--- src/rtl/vga_sync_generator.sv ---
// VGA raster counter and sync generator feeding the PPU's counter_H/counter_V inputs.
// Define VGA_BLANK_MASK_EN to add a display-aligned blanking mask on colour_out.
module vga_sync_generator #(
    parameter int H_ACTIVE = 640,
    parameter int H_FP     = 16,
    parameter int H_SYNC   = 96,
    parameter int H_BP     = 48,
    parameter int V_ACTIVE = 480,
    parameter int V_FP     = 10,
    parameter int V_SYNC   = 2,
    parameter int V_BP     = 33,
    parameter bit SYNC_POL = 1'b0
) (
    input  logic       clk,
    input  logic       reset,
    input  logic       pixel_en,
    output logic [9:0] counter_H,
    output logic [9:0] counter_V,
    output logic       hsync,
    output logic       vsync,
    output logic       display_on,
    output logic       line_end,
    output logic       frame_end,
    output logic [7:0] frame_count,
    input  logic       colour_in,
    output logic       colour_out
);

    localparam int H_TOTAL = H_ACTIVE + H_FP + H_SYNC + H_BP;
    localparam int V_TOTAL = V_ACTIVE + V_FP + V_SYNC + V_BP;

    localparam logic [9:0] H_LAST   = 10'(H_TOTAL - 1);
    localparam logic [9:0] V_LAST   = 10'(V_TOTAL - 1);
    localparam logic [9:0] H_ACT    = 10'(H_ACTIVE);
    localparam logic [9:0] V_ACT    = 10'(V_ACTIVE);
    localparam logic [9:0] HS_START = 10'(H_ACTIVE + H_FP);
    localparam logic [9:0] HS_END   = 10'(H_ACTIVE + H_FP + H_SYNC - 1);
    localparam logic [9:0] VS_START = 10'(V_ACTIVE + V_FP);
    localparam logic [9:0] VS_END   = 10'(V_ACTIVE + V_FP + V_SYNC - 1);

    logic [9:0] hCount_q, hCount_d;
    logic [9:0] vCount_q, vCount_d;
    logic [7:0] frameCount_q, frameCount_d;
    logic       hsync_q, hsync_d;
    logic       vsync_q, vsync_d;
    logic       displayOn_q, displayOn_d;
    logic       lineEnd_q, lineEnd_d;
    logic       frameEnd_q, frameEnd_d;

    // Every flag is derived from the next counter values so it lines up with the counters it is presented with.
    always_comb begin
        hCount_d     = hCount_q;
        vCount_d     = vCount_q;
        frameCount_d = frameCount_q;
        hsync_d      = hsync_q;
        vsync_d      = vsync_q;
        displayOn_d  = displayOn_q;
        lineEnd_d    = 1'b0;
        frameEnd_d   = 1'b0;
        if (pixel_en) begin
            if (hCount_q == H_LAST) begin
                hCount_d = 10'd0;
                if (vCount_q == V_LAST) begin
                    vCount_d     = 10'd0;
                    frameCount_d = frameCount_q + 8'd1;
                end else begin
                    vCount_d = vCount_q + 10'd1;
                end
            end else begin
                hCount_d = hCount_q + 10'd1;
            end
            hsync_d     = (hCount_d >= HS_START && hCount_d <= HS_END) ? SYNC_POL : ~SYNC_POL;
            vsync_d     = (vCount_d >= VS_START && vCount_d <= VS_END) ? SYNC_POL : ~SYNC_POL;
            displayOn_d = (hCount_d < H_ACT) && (vCount_d < V_ACT);
            lineEnd_d   = (hCount_d == H_LAST);
            frameEnd_d  = (hCount_d == H_LAST) && (vCount_d == V_LAST);
        end
    end

    always_ff @(posedge clk) begin
        if (!reset) begin
            hCount_q     <= 10'd0;
            vCount_q     <= 10'd0;
            frameCount_q <= 8'd0;
            hsync_q      <= ~SYNC_POL;
            vsync_q      <= ~SYNC_POL;
            displayOn_q  <= 1'b0;
            lineEnd_q    <= 1'b0;
            frameEnd_q   <= 1'b0;
        end else begin
            hCount_q     <= hCount_d;
            vCount_q     <= vCount_d;
            frameCount_q <= frameCount_d;
            hsync_q      <= hsync_d;
            vsync_q      <= vsync_d;
            displayOn_q  <= displayOn_d;
            lineEnd_q    <= lineEnd_d;
            frameEnd_q   <= frameEnd_d;
        end
    end

    assign counter_H   = hCount_q;
    assign counter_V   = vCount_q;
    assign frame_count = frameCount_q;
    assign hsync       = hsync_q;
    assign vsync       = vsync_q;
    assign display_on  = displayOn_q;
    assign line_end    = lineEnd_q;
    assign frame_end   = frameEnd_q;

`ifdef VGA_BLANK_MASK_EN
    logic displayOnDly_q;

    // The PPU's colour arrives one pixel late, so the mask is delayed to match it.
    always_ff @(posedge clk) begin
        if (!reset) begin
            displayOnDly_q <= 1'b0;
        end else if (pixel_en) begin
            displayOnDly_q <= displayOn_q;
        end
    end

    assign colour_out = colour_in & displayOnDly_q;
`else
    logic unused_colour_in;
    assign unused_colour_in = colour_in;
    assign colour_out       = 1'b0;
`endif

endmodule

--- config.mk ---
export PLATFORM = sky130hd
export DESIGN_NAME = vga_sync_generator
export DESIGN_NICKNAME = d
export VERILOG_FILES = /design/src/rtl/vga_sync_generator.sv
export SDC_FILE = /design/constraint.sdc
export NUM_CORES = 1
export LEC_CHECK = 0
export ABC_CLOCK_PERIOD_IN_PS = 3100
export CORE_ASPECT_RATIO = 1.25
export CORE_UTILIZATION = 53
export DETAILED_ROUTE_END_ITERATION = 8
export HOLD_SLACK_MARGIN = 0.05
export PLACE_DENSITY_LB_ADDON = 0.2
export SETUP_SLACK_MARGIN = 0.05
export SLEW_MARGIN = 15
export SYNTH_ARGS = -nofsm -noshare
export SYNTH_HDL_FRONTEND = slang
export SYNTH_SLANG_ARGS = --single-unit
--- constraint.sdc ---
create_clock -name clk -period 3.1 [get_ports clk]
set_clock_uncertainty 0.1 [all_clocks]
set_input_delay 0.465 -clock clk [delete_from_list [all_inputs] [get_ports clk]]
set_output_delay 0.465 -clock clk [all_outputs]
set_load 0.05 [all_outputs]
# Word level (Yosys, flattened, before mapping)
# Cells that the tools add are included.
[totals]
register_bits = 33
inputBits = 4
out_inout_bits = 34
elab_cells = 34
[classes]
n_addsub = 3
order_cmp = 6
eq_ne = 4
mux = 7
n_reduce_logical = 6
[op_table]
columns = ["cell", "count"]
rows = [
  ["$mux 10", 5],
  ["$eq 10x10->1 const B", 4],
  ["$add 10x1->10 const B", 2],
  ["$ge 10x10->1 const B", 1],
  ["$ge 10x9->1 const B", 1],
  ["$le 10x10->1 const B", 1],
  ["$le 10x9->1 const B", 1],
  ["$lt 10x10->1 const B", 1],
  ["$lt 10x9->1 const B", 1],
  ["$add 8x1->8 const B", 1],
  ["$logic_and 1x1->1", 4],
  ["$reduce_and 3->1", 1],
  ["$mux 1", 2],
  ["$reduce_and 2->1", 1],
]

# Longest topological paths before layout
[logic_depth]
word_depth = 7
mapped_depth = 10

# Least setup slack after synthesis
# OpenSTA, ideal clock, no wires.
[synth_timing]
kind = "register to register"
startpoint = "reg hCount_q[1] (netlist: counter_H[1])"
endpoint = "reg vsync_q (netlist: vsync)"
setup_ns = 0.124
t_arrival_ns = 2.611
path_slack_ns = 0.265
path_stages_with_launch = 9
n_path_buf = 1
period_less_slack_ns = 2.835
path_cell_list = "dfxtp_1 > ha_1 > buf_2 > nand4_1 > or3_1 > or4_1 > a21o_1 > a221oi_2 > a21oi_1"
[synth_via]
elab_chain_len = 6
[synth_rtl]
columns = ["item", "line", "rtl"]
rows = [
  ["start, declared", "41", "logic [9:0] hCount_q, hCount_d;"],
  ["start signal, assigned", "91", "hCount_q <= hCount_d;"],
  ["$eq 10x10->1 (*)", "61", "if (hCount_q == H_LAST) begin"],
  ["$mux 10 (*)", "61", ""],
  ["$mux 10 (*)", "60", "if (pixel_en) begin"],
  ["$ge 10x9->1 or $le 10x9->1 (tied branches)", "73", "vsync_d = (vCount_d >= VS_START && vCount_d <= VS_END) ? SYNC_POL : ~SYNC_POL;"],
  ["$logic_and 1x1->1 (*)", "73", ""],
  ["$mux 1 (*)", "73", ""],
  ["end signal, assigned", "86", "vsync_q <= ~SYNC_POL;"],
  ["end signal, assigned", "95", "vsync_q <= vsync_d;"],
  ["end, declared", "45", "logic vsync_q, vsync_d;"],
]
# Mark *: on every way between the ends. The rest lies on a longest branch, timed or not. The select of a mux whose other input is x is not followed.
# A chain may end at the register's enable or synchronous reset.

# Worst setup path after layout
# Ends and elaborated chain as after synthesis.

==> out/qor.log <==
qor: status.result_of_the_run finished clean
qor: sta.unrepaired_setup_endpoints_after_global_routing no
qor: clock_network.cts-hold-fix-buffers 0
qor: cells_and_area.layout.cells.most_common sky130_fd_sc_hd__clkdlybuf4s50_1
qor: cells_and_area.finish.utilization 68.0%
qor: cells_and_area.layout.nets 306
qor: placed_design.portBuffers 35
qor: clock_network.htree_num_levels 2
qor: placed_design.detailedPlacementHpwl 3570 um
qor: sta.slew_headroom 56.6%
qor: clock_network.cts_max_path_buffers 2
qor: floorplanning.core_region_area 3820 um2
qor: drt.via_count_normalized_by_instance_count 5.97
qor: floorplanning.floorplan.initialDensity 55.8%
qor: yosys.synth_async_sr_flop_share 0%
qor: sta.layout_worst_path_cycle_share 87.4%
qor: worst_setup_path.reg2reg_setup_slack 390 ps
qor: worst_setup_path.critPathMaxFanout 7
qor: yosys.yosysWarningCount 0
qor: yosys.synthesis.area_per_instance 7.74 um2
qor: clock_network.tritoncts done
qor: worst_setup_path.critical_path_arrival 2780 ps
qor: global_routing.globalRoute.totalOverflow 0
qor: clock_network.ctsResizeCount 0
qor: global_routing.grt_max_degree 19
qor: sta.fin_crit 2710 ps
qor: clock_network.clkSinkCount 33
qor: floorplanning.fp.dieArea 4280 um2
qor: yosys.synth-edff-count 0
qor: global_routing.wire_length_of_the_first_global_routing_pass 8530 um
qor: worst_setup_path.setup.worst_path.end_class flip-flop
qor: power_and_ir_drop.vdd_ir_max 0.000232 V
qor: floorplanning.die_height 72.9 um
qor: power_and_ir_drop.power.leakage 0.888 nW
qor: yosys.seq_area_frac_synth 31.0%
qor: clock_network.postCtsSetupRepairBufs 0
qor: sta.max_freq 369 MHz
qor: floorplanning.top_level_ports 38
qor: clock_network.cts-root-buf sky130_fd_sc_hd__clkbuf_8
qor: drt.drc 0
qor: drt.wire_per_inst 14.5 um
qor: clock_network.clk_pin_slew 70 ps
qor: floorplanning.fp-row-count 25
qor: power_and_ir_drop.power_per_cell_area 356 nW/um2
qor: drt.drt_iter0_markers 187
qor: cells_and_area.insertedDiodeCount 0
qor: placed_design.place.gp.congestion 0.867
qor: global_routing.number_of_antenna_violations_at_the_first_check_in_global_routing 0
qor: floorplanning.chipWidth 58.7 um
qor: worst_setup_path.critical_path_class flip-flop to flip-flop
qor: hold_path.hold_start frame_count[7]$_SDFFE_PN0P_
qor: yosys.synth_flop_cell sky130_fd_sc_hd__dfxtp_1
qor: flow_run.max_cap_viol_count 0
qor: yosys.synth_cell_types 51
qor: yosys.mapped_area 2130 um2
qor: clock_network.clk-insertion-delay-late 290 ps
qor: global_routing.grt_pass1_vias 1837
qor: sta.setup-tns-final 0 ps
qor: cells_and_area.layout.cells.most_common_list sky130_fd_sc_hd__clkdlybuf4s50_1, sky130_fd_sc_hd__nor2_1, sky130_fd_sc_hd__dfxtp_1
qor: sta.report.final.setup_viol 0
qor: yosys.synth.net_count 284
qor: clock_network.cts_buffers 5
qor: sta.final-hold-violation-count 0
qor: worst_setup_path.startpoint counter_H[1]$_SDFFE_PN0P_
qor: drt.detailroute.via_count 2103
qor: sta.finalMaxSlewViolations 0
qor: worst_setup_path.cp_data_required_time 3170 ps
qor: sta.tightestPinTransition 645 ps
qor: worst_setup_path.rr_startpoint counter_H[1]$_SDFFE_PN0P_
qor: global_routing.grt_util_all_layers 25.8%
qor: drt.drt_pre_antenna_iters 4
qor: cells_and_area.final_layout_size_suffix_gt1_share 6.71%
qor: yosys.ys_seq_elements 33
qor: worst_setup_path.start_kind flip-flop
qor: yosys.cells_after_synth 275
qor: hold_path.timing.hold.worst.class flip-flop to flip-flop
qor: cells_and_area.syn_to_final_growth 21.8%
qor: power_and_ir_drop.total_power 0.924 mW
qor: drt.route.final.wire_length 5090 um
qor: drt.final_antenna_net_count 0
## sequential cells by signal, indices dropped and copies added (netlist names)
name	cells
frame_count	8
counter_H	10
counter_V	10
vsync	1
frame_end	1
line_end	1
hsync	1
display_on	1
## cell type report
| cell class | instances | area (um2) |
|---|---|---|
| clock buffer | 6 | 82.6 |
| clock inverter | 2 | 37.5 |
| fill | 346 | 1220 |
| inverter | 8 | 30.0 |
| multi-input combinational | 207 | 1310 |
| sequential | 33 | 661 |
| tap | 54 | 67.6 |
| timing repair buffer | 42 | 403 |
## power breakdown
part / internal (mW) / switching (mW) / total (mW)
registers: 0.429 / 0.00913 / 0.438
clock network: 0.261 / 0.161 / 0.423
logic: 0.0207 / 0.0429 / 0.0637
total: 0.711 / 0.213 / 0.924
## per-layer routing
metal	up-vias	wire length, um	GRT usage [%]
li1	1020	-	-
met3	10	282	4.43
met5	-	0	0
met1	999	2230	33.3
met4	0	88	10.1
met2	74	2490	42.7
## kinds of logic after synthesis
group                      synth area share [%]
muxes                                      2.35
AOI/OAI and AO/OA                          16.5
and+or+nand+nor                            30.7
adders and majority gates                  2.94
buffers and inverters                      7.34
other                                     0.176
xor gates and xnor gates                   9.05
DFF                                        31.0
## per-stage QoR
step                      std cells  setup WS, ps  hold WS [ps]  instance area, um2
after floorplan                 275           265           441                2130
after global placement          344           536           369                2470
after detailed placement        344           459           391                2470
after CTS                       352           406           400                2590
after global routing            352           272           440                2590
final                           352           391           392                2590
## synthesized netlist by cell type (2+ instances only)
master                     count  area [um2]
sky130_fd_sc_hd__a211o_1       3        26.3
sky130_fd_sc_hd__a211oi_1      8        60.1
sky130_fd_sc_hd__a21o_1        2        15.0
sky130_fd_sc_hd__a21oi_1      13        65.1
sky130_fd_sc_hd__a31oi_1       3        18.8
sky130_fd_sc_hd__a41o_1        2        20.0
sky130_fd_sc_hd__a41oi_1       2        17.5
sky130_fd_sc_hd__and3_1        4        25.0
sky130_fd_sc_hd__and4_1        2        17.5
sky130_fd_sc_hd__buf_2         7        35.0
sky130_fd_sc_hd__buf_4         2        15.0
sky130_fd_sc_hd__clkbuf_1     16        60.1
sky130_fd_sc_hd__dfxtp_1      33         661
sky130_fd_sc_hd__ha_1          5        62.6
sky130_fd_sc_hd__inv_1         8        30.0
sky130_fd_sc_hd__mux2i_1       5        50.1
sky130_fd_sc_hd__nand2_1      25        93.8
sky130_fd_sc_hd__nand2b_1      4        25.0
sky130_fd_sc_hd__nand3_1      13        65.1
sky130_fd_sc_hd__nand4_1      12        75.1
sky130_fd_sc_hd__nor2_1       34         128
sky130_fd_sc_hd__nor3_1        6        30.0
sky130_fd_sc_hd__nor3b_1       4        30.0
sky130_fd_sc_hd__nor4_1        4        25.0
sky130_fd_sc_hd__o211ai_1      2        15.0
sky130_fd_sc_hd__o21ai_0       6        30.0
sky130_fd_sc_hd__o21bai_1      2        15.0
sky130_fd_sc_hd__or3_1         2        12.5
sky130_fd_sc_hd__or4_1         4        30.0
sky130_fd_sc_hd__xnor2_1      10        87.6
sky130_fd_sc_hd__xor2_1       12         105
## worst paths after layout
path | to | cells past startpoint
worst max-delay path | vsync$_SDFFE_PN1P_ | 7
worst min-delay path | frame_count[7]$_SDFFE_PN0P_ | 2
worst max register to register | vsync$_SDFFE_PN1P_ | 7
worst min register to register | frame_count[7]$_SDFFE_PN0P_ | 2
## critical path, cell delays in order (launching register included)
cell and delay, ps:
sky130_fd_sc_hd__dfxtp_1 430, sky130_fd_sc_hd__ha_1 330, sky130_fd_sc_hd__nand4_1 150, sky130_fd_sc_hd__or3_1 450
sky130_fd_sc_hd__or4_1 540, sky130_fd_sc_hd__a21o_1 200, sky130_fd_sc_hd__a221oi_2 270, sky130_fd_sc_hd__a21oi_1 110
Note: power is estimated with default switching activity, not from simulation.
